$ cat config.mk
export PLATFORM = sky130hd
export DESIGN_NAME = stage_ex
export DESIGN_NICKNAME = d
export VERILOG_FILES = /design/src/rtl/stage_ex.sv
export SDC_FILE = /design/constraint.sdc
export NUM_CORES = 1
export LEC_CHECK = 0
export BUFFER_PORTS_ARGS = -buffer_cell sky130_fd_sc_hd__buf_2
export CORE_MARGIN = 2
export CORE_UTILIZATION = 60
export DETAILED_ROUTE_END_ITERATION = 8
export PLACE_DENSITY_LB_ADDON = 0.25
export SYNTH_ARGS = -nofsm -noshare
export SYNTH_HDL_FRONTEND = slang
export SYNTH_SLANG_ARGS = --single-unit
export TNS_END_PERCENT = 10
$ cat constraint.sdc
create_clock -name clk -period 4.2 [get_ports clk]
set_clock_uncertainty 0.05 [all_clocks]
set_input_delay 0.21 -clock clk [delete_from_list [all_inputs] [get_ports clk]]
set_output_delay 0.21 -clock clk [all_outputs]
set_load 0.005 [all_outputs]
$ cat src/rtl/stage_ex.sv
// Execute stage: single-cycle ALU plus iterative shift-add multiplier, registered result.
// Optional macro EX_FWD_EN enables operand forwarding from this stage's registered output.
module stage_ex #(
    parameter int DATA_W     = 32,
    parameter int REG_ADDR_W = 5,
    parameter int ALU_OP_W   = 4
) (
    input  logic                  clk,
    input  logic                  rst,
    input  logic                  en,
    input  logic                  stall,
    input  logic                  flush,
    input  logic [ALU_OP_W-1:0]   alu_op,
    input  logic                  reg_wr,
    input  logic [REG_ADDR_W-1:0] reg_addr_rd,
    input  logic [REG_ADDR_W-1:0] reg_addr_r1,
    input  logic [REG_ADDR_W-1:0] reg_addr_r2,
    input  logic [DATA_W-1:0]     reg_data_r1,
    input  logic [DATA_W-1:0]     reg_data_r2,
    output logic                  out_busy,
    output logic                  out_flush,
    output logic                  out_reg_wr,
    output logic [REG_ADDR_W-1:0] out_reg_addr_rd,
    output logic [DATA_W-1:0]     out_result
);
    localparam int SH_W  = $clog2(DATA_W);
    localparam int CNT_W = $clog2(DATA_W);
    localparam logic [CNT_W-1:0] CNT_LAST = CNT_W'(DATA_W - 1);

    localparam logic [ALU_OP_W-1:0] OP_ADD  = ALU_OP_W'(0);
    localparam logic [ALU_OP_W-1:0] OP_SUB  = ALU_OP_W'(1);
    localparam logic [ALU_OP_W-1:0] OP_AND  = ALU_OP_W'(2);
    localparam logic [ALU_OP_W-1:0] OP_OR   = ALU_OP_W'(3);
    localparam logic [ALU_OP_W-1:0] OP_XOR  = ALU_OP_W'(4);
    localparam logic [ALU_OP_W-1:0] OP_SLL  = ALU_OP_W'(5);
    localparam logic [ALU_OP_W-1:0] OP_SRL  = ALU_OP_W'(6);
    localparam logic [ALU_OP_W-1:0] OP_SRA  = ALU_OP_W'(7);
    localparam logic [ALU_OP_W-1:0] OP_SLT  = ALU_OP_W'(8);
    localparam logic [ALU_OP_W-1:0] OP_SLTU = ALU_OP_W'(9);
    localparam logic [ALU_OP_W-1:0] OP_MUL  = ALU_OP_W'(10);

    typedef enum logic [1:0] {ST_IDLE = 2'd0, ST_MUL = 2'd1, ST_DONE = 2'd2} state_t;

    state_t                  r_state;
    state_t                  w_state_nx;
    logic [CNT_W-1:0]        r_cnt;
    logic [DATA_W-1:0]       r_acc;
    logic [DATA_W-1:0]       r_mcand;
    logic [DATA_W-1:0]       r_mplier;
    logic [REG_ADDR_W-1:0]   r_mul_rd;
    logic                    r_mul_wr;
    logic                    r_out_flush;
    logic                    r_out_wr;
    logic [REG_ADDR_W-1:0]   r_out_rd;
    logic [DATA_W-1:0]       r_out_result;

    logic [DATA_W-1:0]       w_op1;
    logic [DATA_W-1:0]       w_op2;
    logic [DATA_W-1:0]       w_alu;
    logic                    w_legal;
    logic [DATA_W-1:0]       w_acc_step;
    logic                    w_out_ld;
    logic                    w_nx_flush;
    logic                    w_nx_wr;
    logic [REG_ADDR_W-1:0]   w_nx_rd;
    logic [DATA_W-1:0]       w_nx_result;
    logic                    w_mul_start;
    logic                    w_mul_step;

`ifdef EX_FWD_EN
    // Only a real, writing, non-x0 result in the output register may be forwarded.
    logic w_fwd_ok;
    assign w_fwd_ok = r_out_wr && !r_out_flush && (r_out_rd != {REG_ADDR_W{1'b0}});
    assign w_op1    = (w_fwd_ok && (r_out_rd == reg_addr_r1)) ? r_out_result : reg_data_r1;
    assign w_op2    = (w_fwd_ok && (r_out_rd == reg_addr_r2)) ? r_out_result : reg_data_r2;
`else
    logic w_unused_addr;
    assign w_unused_addr = ^{reg_addr_r1, reg_addr_r2};
    assign w_op1         = reg_data_r1;
    assign w_op2         = reg_data_r2;
`endif

    assign w_legal    = (alu_op <= OP_MUL);
    assign w_acc_step = r_mplier[0] ? (r_acc + r_mcand) : r_acc;

    // Single-cycle ALU
    always_comb begin
        w_alu = {DATA_W{1'b0}};
        case (alu_op)
            OP_ADD:  w_alu = w_op1 + w_op2;
            OP_SUB:  w_alu = w_op1 - w_op2;
            OP_AND:  w_alu = w_op1 & w_op2;
            OP_OR:   w_alu = w_op1 | w_op2;
            OP_XOR:  w_alu = w_op1 ^ w_op2;
            OP_SLL:  w_alu = w_op1 << w_op2[SH_W-1:0];
            OP_SRL:  w_alu = w_op1 >> w_op2[SH_W-1:0];
            OP_SRA:  w_alu = $unsigned($signed(w_op1) >>> w_op2[SH_W-1:0]);
            OP_SLT:  w_alu = {{(DATA_W-1){1'b0}}, ($signed(w_op1) < $signed(w_op2))};
            OP_SLTU: w_alu = {{(DATA_W-1){1'b0}}, (w_op1 < w_op2)};
            default: w_alu = {DATA_W{1'b0}};
        endcase
    end

    // FSM state register
    always_ff @(posedge clk) begin
        if (rst) begin
            r_state <= ST_IDLE;
        end else if (en) begin
            r_state <= w_state_nx;
        end else begin
            r_state <= r_state;
        end
    end

    // FSM next-state logic
    always_comb begin
        w_state_nx = r_state;
        case (r_state)
            ST_IDLE: begin
                if (!flush && !stall && (alu_op == OP_MUL)) w_state_nx = ST_MUL;
                else                                         w_state_nx = ST_IDLE;
            end
            ST_MUL: begin
                if (flush)                  w_state_nx = ST_IDLE;
                else if (r_cnt == CNT_LAST) w_state_nx = ST_DONE;
                else                        w_state_nx = ST_MUL;
            end
            ST_DONE: begin
                if (flush || !stall) w_state_nx = ST_IDLE;
                else                 w_state_nx = ST_DONE;
            end
            default: w_state_nx = ST_IDLE;
        endcase
    end

    // FSM outputs: output-register load values and multiplier controls
    always_comb begin
        w_out_ld    = 1'b0;
        w_nx_flush  = 1'b1;
        w_nx_wr     = 1'b0;
        w_nx_rd     = {REG_ADDR_W{1'b0}};
        w_nx_result = {DATA_W{1'b0}};
        w_mul_start = 1'b0;
        w_mul_step  = 1'b0;
        if (en) begin
            case (r_state)
                ST_IDLE: begin
                    if (flush) begin
                        w_out_ld = 1'b1;
                    end else if (stall) begin
                        w_out_ld = 1'b0;
                    end else if (alu_op == OP_MUL) begin
                        w_out_ld    = 1'b1;
                        w_mul_start = 1'b1;
                    end else begin
                        w_out_ld    = 1'b1;
                        w_nx_flush  = 1'b0;
                        w_nx_wr     = reg_wr && w_legal;
                        w_nx_rd     = reg_addr_rd;
                        w_nx_result = w_alu;
                    end
                end
                ST_MUL: begin
                    if (flush) begin
                        w_out_ld = 1'b1;
                    end else begin
                        w_mul_step = 1'b1;
                    end
                end
                ST_DONE: begin
                    if (flush) begin
                        w_out_ld = 1'b1;
                    end else if (!stall) begin
                        w_out_ld    = 1'b1;
                        w_nx_flush  = 1'b0;
                        w_nx_wr     = r_mul_wr;
                        w_nx_rd     = r_mul_rd;
                        w_nx_result = r_acc;
                    end else begin
                        w_out_ld = 1'b0;
                    end
                end
                default: w_out_ld = 1'b0;
            endcase
        end else begin
            w_out_ld = 1'b0;
        end
    end

    // Registered stage outputs
    always_ff @(posedge clk) begin
        if (rst) begin
            r_out_flush  <= 1'b1;
            r_out_wr     <= 1'b0;
            r_out_rd     <= {REG_ADDR_W{1'b0}};
            r_out_result <= {DATA_W{1'b0}};
        end else if (w_out_ld) begin
            r_out_flush  <= w_nx_flush;
            r_out_wr     <= w_nx_wr;
            r_out_rd     <= w_nx_rd;
            r_out_result <= w_nx_result;
        end
    end

    // Shift-add multiplier: one multiplier bit consumed per enabled cycle
    always_ff @(posedge clk) begin
        if (rst) begin
            r_cnt    <= {CNT_W{1'b0}};
            r_acc    <= {DATA_W{1'b0}};
            r_mcand  <= {DATA_W{1'b0}};
            r_mplier <= {DATA_W{1'b0}};
            r_mul_rd <= {REG_ADDR_W{1'b0}};
            r_mul_wr <= 1'b0;
        end else if (w_mul_start) begin
            r_cnt    <= {CNT_W{1'b0}};
            r_acc    <= {DATA_W{1'b0}};
            r_mcand  <= w_op1;
            r_mplier <= w_op2;
            r_mul_rd <= reg_addr_rd;
            r_mul_wr <= reg_wr;
        end else if (w_mul_step) begin
            r_cnt    <= r_cnt + CNT_W'(1);
            r_acc    <= w_acc_step;
            r_mcand  <= r_mcand << 1;
            r_mplier <= r_mplier >> 1;
        end
    end

    assign out_busy        = (r_state != ST_IDLE);
    assign out_flush       = r_out_flush;
    assign out_reg_wr      = r_out_wr;
    assign out_reg_addr_rd = r_out_rd;
    assign out_result      = r_out_result;
endmodule

; ---- Word level (Yosys, flattened, before mapping)
; Index checks and enable logic that the tools add are counted.
[totals]
regBits = 148
inputBits = 89
output_inout_bits = 40
word_cells = 100
[classes]
n_addsub = 4
order_cmp = 3
n_eq_ne = 13
shifts = 3
mux = 50
n_bitwise = 3
n_reduce_logical = 13
[ops]
columns = cell, n
row1 = $mux 32, 10
row2 = $pmux 32 s10, 1
row3 = $add 32x32->32, 2
row4 = $lt 32x32->1, 2
row5 = $pmux 32 s2, 1
row6 = $and 32x32->32, 1
row7 = $or 32x32->32, 1
row8 = $shl 32x5->32, 1
row9 = $shr 32x5->32, 1
row10 = $sshr 32x5->32, 1
row11 = $sub 32x32->32, 1
row12 = $xor 32x32->32, 1
row13 = $mux 5, 6
row14 = $mux 1, 24
row15 = $eq 4x3->1 const B, 4
row16 = $eq 4x4->1 const B, 3
row17 = $pmux 5 s2, 1
row18 = $eq 4x2->1 const B, 2
row19 = $mux 2, 3
row20 = $pmux 1 s2, 3
row21 = $pmux 2 s3, 1
row22 = $add 5x1->5 const B, 1
row23 = $eq 5x5->1 const B, 1
row24 = $eq 4x1->1 const B, 1
row25 = other kinds (11), 16

; ---- Logic depth before layout (Yosys ltp)
[depth]
word_depth = 7
mapped_depth = 17

; ---- Least setup slack after synthesis
; Ideal clock, no wire load.
[synth_path]
path_type = input-to-reg
start = input port reg_data_r2[2]
end = register r_out_result[28] (netlist: out_result[28])
setup_ns = 0.118
arrival_ns = 3.734
required_time_ns = 4.032
setup_slack_ns = 0.298
stages = 17
path_buffers = 5
cell_sequence = buf_2 > clkinv_1 > buf_1 > buf_2 > clkbuf_1 > ha_1 > buf_2 > a211oi_1 > o211ai_1 > a221o_1 > o22ai_1 > a21oi_1 > a221oi_1 > a21oi_1 > a2111oi_2 > o21ai_1 > o2bb2ai_1
[synth_via]
elab_chain_cells = 7
word_cells_on_any_way = 11
[synth_lines]
columns = element, line
row1 = "start, declared", 19  ; input logic [DATA_W-1:0] reg_data_r2,
row2 = $sub 32x32->32 (tied with other cells), 91  ; OP_SUB: w_alu = w_op1 - w_op2;
row3 = $pmux 32 s10 (*), 89  ; case (alu_op)
row4 = $mux 32 (*), 152  ; end else if (alu_op == OP_MUL) begin
row5 = $mux 32 (*), 150  ; end else if (stall) begin
row6 = $mux 32 (*), 148  ; if (flush) begin
row7 = $pmux 32 s2 (*), 146  ; case (r_state)
row8 = $mux 32 (*), 145  ; if (en) begin
row9 = "end signal, assigned", 196  ; r_out_result <= {DATA_W{1'b0}};
row10 = "end signal, assigned", 201  ; r_out_result <= w_nx_result;
row11 = "end, declared", 55  ; logic [DATA_W-1:0] r_out_result;
; Mark *: on every way between the ends. The rest lies on a longest branch, timed or not.
; A chain may end at the register's enable or synchronous reset.

; ---- Worst setup path after layout
[layout_path]
start = register r_mcand[0]
end = register r_acc[28]
[layout_via]
elab_chain_cells = 1
[layout_lines]
columns = element, line
row1 = "start, declared", 48  ; logic [DATA_W-1:0] r_mcand;
row2 = "start signal, assigned", 210  ; r_mcand <= {DATA_W{1'b0}};
row3 = "start signal, assigned", 217  ; r_mcand <= w_op1;
row4 = "start signal, assigned", 224  ; r_mcand <= r_mcand << 1;
row5 = $add 32x32->32, 84  ; assign w_acc_step = r_mplier[0] ? (r_acc + r_mcand) : r_acc;
row6 = "end signal, assigned", 209  ; r_acc <= {DATA_W{1'b0}};
row7 = "end signal, assigned", 216  ; r_acc <= {DATA_W{1'b0}};
row8 = "end signal, assigned", 223  ; r_acc <= w_acc_step;
row9 = "end, declared", 47  ; logic [DATA_W-1:0] r_acc;
; Every way passes these cells.

==> summary.md <==
| Metric | Value |
|---|---|
| Outcome | `finished clean` |
| Core area | `26,100 um^2` |
| Final Critical Period | `between 3 and 4 ns` |
| Post-Layout Cell Count | `~2,500` |
| Reg2reg path depth | `13` |
| CTS tree | `done` |
| Clk_lat worst skew | `0.43 ns` |
| Vias in the first global route | `16,667` |
| Nets | `2,363` |
| Post-synth top area cell | `dfxtp_1` |
| Post-synth EDFFs | `0` |
| DRT Pass-1 Iters | `8` |
| Final Cycle Share | `93.6%` |
| Crit start category | `flip-flop` |
| FMAX | `about 250 MHz` |
| Netlist cell types | `98` |
| Mapped Cells | `2,105` |
| Crit path required time | `4.52 ns` |
| Reg clk slew, reported paths | `0.07 ns` |
| Crit path DAT | `4.25 ns` |
| Synth Register Bits | `148` |
| Hold Slack | `between 0.006 and 0.007 ns` |
| Hold worst-path end | `r_mplier[31]` |
| Post_cts resized | `0` |
| Port Buf Inserts | `118` |
| Pwr/cell area | `250 nW/um^2` |
| Max Cap Viol | `0` |
| Overall routing resource usage | `around 46%` |
| Area growth from synthesis to layout | `8.22%` |
| Tightest Hold Check Type | `input pin to flip-flop` |
| Share of flip-flops with an asynchronous set or reset | `0%` |
| First DRT Iteration DRCs | `2,764` |
| Global-route wire length before repair | `98.9 mm` |
| Total negative slack | `0 ns` |
| Die span in y | `167 um` |
| Die W | `167 um` |
| Post-synthesis net count | `2,330` |
| Final hold vios | `0` |
| Full die area | `27,800 um^2` |
| Critical-path top delay cell | `dfxtp_1` |
| Critical path's most frequent cell | `a41oi_1` |
| Maximum vdd drop | `0.256 mV` |
| Crit-path max cell delay | `0.67 ns` |
| CTS buffer count | `17` |
| Clock root buffer | `clkbuf_16` |
| Synth top area share | `18.6%` |
| Start point of the worst hold path | `reg_data_r2[31]` |
| GRT Residual Overflow | `0` |
| Unrepaired setup endpoints after global routing | `no` |
| ANT nets after route | `0` |
| Largest net degree at the start of global routing | `78` |
| Share of cells above drive strength 1 | `13.5%` |
| Critical path peak fanout | `4` |
| Crit path cell chain | `ha_1 -> inv_1 -> fa_1 -> nor2b_1 -> o21a_1 -> o21ai_0 -> a21oi_1 -> o31ai_1 -> a31o_2 -> a41oi_1 -> a41oi_1 -> or4_1 -> nand3_1` |
| Via density | `about 7.2` |
| Post-Syn Area | `15,900 um^2` |
| Util after Layout | `66.1%` |
| Least-Margin Pin Slew | `1.01 ns` |
| DRC | `0` |
| Final Max Tran Viols | `0` |
| Sequential share of the synthesized area | `18.6%` |
| Final setup fails | `0` |
| Initial antenna violation count | `3` |
| Type of element capturing the critical path | `flip-flop` |
| FILL cells | `2,272` |
| Lkg Pwr | `0.00710 uW` |
| Maximum level of the CTS H-tree | `4` |
| Pre-CTS WS | `0.269 ns` |
| Placed cells | `2,452` |
| IO Pins | `129` |
| Drt wl/cell | `26.3 um` |
| Ranking of synthesized cells by area | `dfxtp_1 19%, ha_1 10%, a21oi_1 7.6%` |
| Worst reg2reg setup slack | `0.27 ns` |
| Hold depth | `3` |
| RR Startpoint | `r_mcand[0]` |
| GP Congestion | `1.09` |
| Vias | `17,982` |
| Rel. slew slack | `32.5%` |
| Reg-to-Reg End | `r_acc[28]` |
| HPWL Detailed | `slightly below 50 mm` |
| Clock sink count | `between 100 and 150` |
| # rows | `a little under 60` |
| Yosys warning count | `0` |
| Synth Flop Type | `dfxtp_1` |
| Post-Syn Area per Cell | `7.56 um^2` |
| Final Worst Setup Slack | `between 0.2 and 0.3 ns` |
| WL final | `around 65 mm` |
| Initial Utilization | `61.1%` |
| Max clock buf depth | `2` |
| Kind of critical path | `flip-flop to flip-flop` |
[flip-flops by register name, indices dropped and copies added (netlist names)]
name             cells
out_result          32
r_acc               32
r_mcand             32
r_mplier            32
out_reg_addr_rd      5
r_cnt                5
r_mul_rd             5
r_state              2
out_flush            1
out_reg_wr           1
r_mul_wr             1
[cell usage after synthesis (11+ instances only)]
master / n
nor2_1: 228
a21o_1: 33
buf_1: 11
a31oi_1: 16
buf_4: 14
a22oi_1: 87
nor3b_1: 12
o21a_1: 11
a21oi_1: 242
nor3_1: 45
nand3_1: 36
and3_1: 11
ha_1: 133
and2_1: 16
nand2b_1: 14
nor2b_1: 19
a211oi_1: 27
a221oi_1: 33
inv_1: 92
o21ai_0: 118
o21bai_1: 19
mux2i_1: 49
buf_2: 24
xnor2_1: 18
o211ai_1: 30
dfxtp_1: 148
o221ai_1: 11
nand2_1: 214
xor2_1: 16
clkbuf_1: 109
mux4_2: 40
o22ai_1: 23
[cells by family (layout without fill, tap and decap cells)]
| logic type | Yosys count | count (layout) | synth area share, % |
|---|---|---|---|
| fa+ha+maj | 136 | 136 | 10.8 |
| simple gates | 655 | 655 | 18.6 |
| flops | 148 | 148 | 18.6 |
| mux | 109 | 109 | 11.1 |
| other cells | 0 | 1 | 0 |
| buf+inv | 260 | 305 | 7.14 |
| compound gates | 763 | 763 | 31.8 |
| xor+xnor | 34 | 34 | 1.87 |
[timing repair]
item | 4_1_cts | 5_1_grt
setup buffers | 0 | 0
endpoints found under the hold margin | 2 | 0
hold buffers | 2 | 0
endpoints found under the setup margin | 0 | 0
[layer usage]
metal,part of all wire [%],track usage (%),vias up
li1,-,-,7889
met1,37,58.8,8332
met2,43,69.2,1450
met3,13,11.5,309
met4,7.2,26.1,2
met5,0.11,0,-
[cells in the final DEF, fill, tap and decap left out, drive strengths merged, types with 16 or more instances in the layout]
cell | netlist | routed
xor2 | 16 | 16
nor2b | 19 | 19
o21ai | 123 | 123
ha | 133 | 133
nand3 | 36 | 36
mux4 | 50 | 50
dfxtp | 148 | 148
a21oi | 242 | 242
o22ai | 23 | 23
o21bai | 20 | 20
clkbuf | 111 | 17
a22oi | 87 | 87
buf | 54 | 177
and2 | 17 | 17
a31oi | 17 | 17
a211oi | 29 | 29
nand2 | 214 | 214
nor3 | 45 | 45
a21o | 34 | 34
nor2 | 228 | 228
inv | 93 | 102
a221oi | 35 | 35
mux2i | 49 | 49
o211ai | 30 | 30
xnor2 | 18 | 18
[how the worst max path moves through the flow]
stage / from / endpoint / depth (start not counted)
detailed placement: reg_data_r1[0] / out_result[30] / 15
finish: r_mcand[0] / r_acc[28] / 13
floorplan: reg_data_r2[2] / out_result[28] / 17
global placement: reg_data_r1[0] / out_result[30] / 15
global route: r_mcand[0] / r_acc[28] / 13
CTS: r_mcand[0] / r_acc[28] / 13
[metrics by stage]
stage	area, um^2	power (uW)
floorplan	15900	2350
global placement	16700	2790
detailed placement	16700	2800
CTS	17200	4240
global route	17200	4430
finish	17200	4300
[final cells by class]
type	instances	area, um^2	area share (%)
clock buffers	17	425	2.47
flip-flops and latches	148	2960	17.2
inverters	95	357	2.07
multi-input cells	1697	11900	68.8
diodes	1	2.50	0.0145
clock inverters	14	119	0.690
repair buffers	179	1080	6.29
well taps	335	419	2.43
[where the power goes]
group          total (uW)  switching (uW)  internal (uW)
combinational        1420             924            492
sequential           1420            8.47           1420
clock                1460             694            771
[critical path: cells and delay by family (launching register included)]
kind | cells | cell delay, ns
and+or+nand+nor | 3 | 0.71
AOI/OAI and AO/OA | 7 | 1.54
adders and majority gates | 2 | 0.81
buffers and inverters | 1 | 0.10
DFF | 1 | 0.67
No activity file was read; power rests on OpenSTA's default activity.
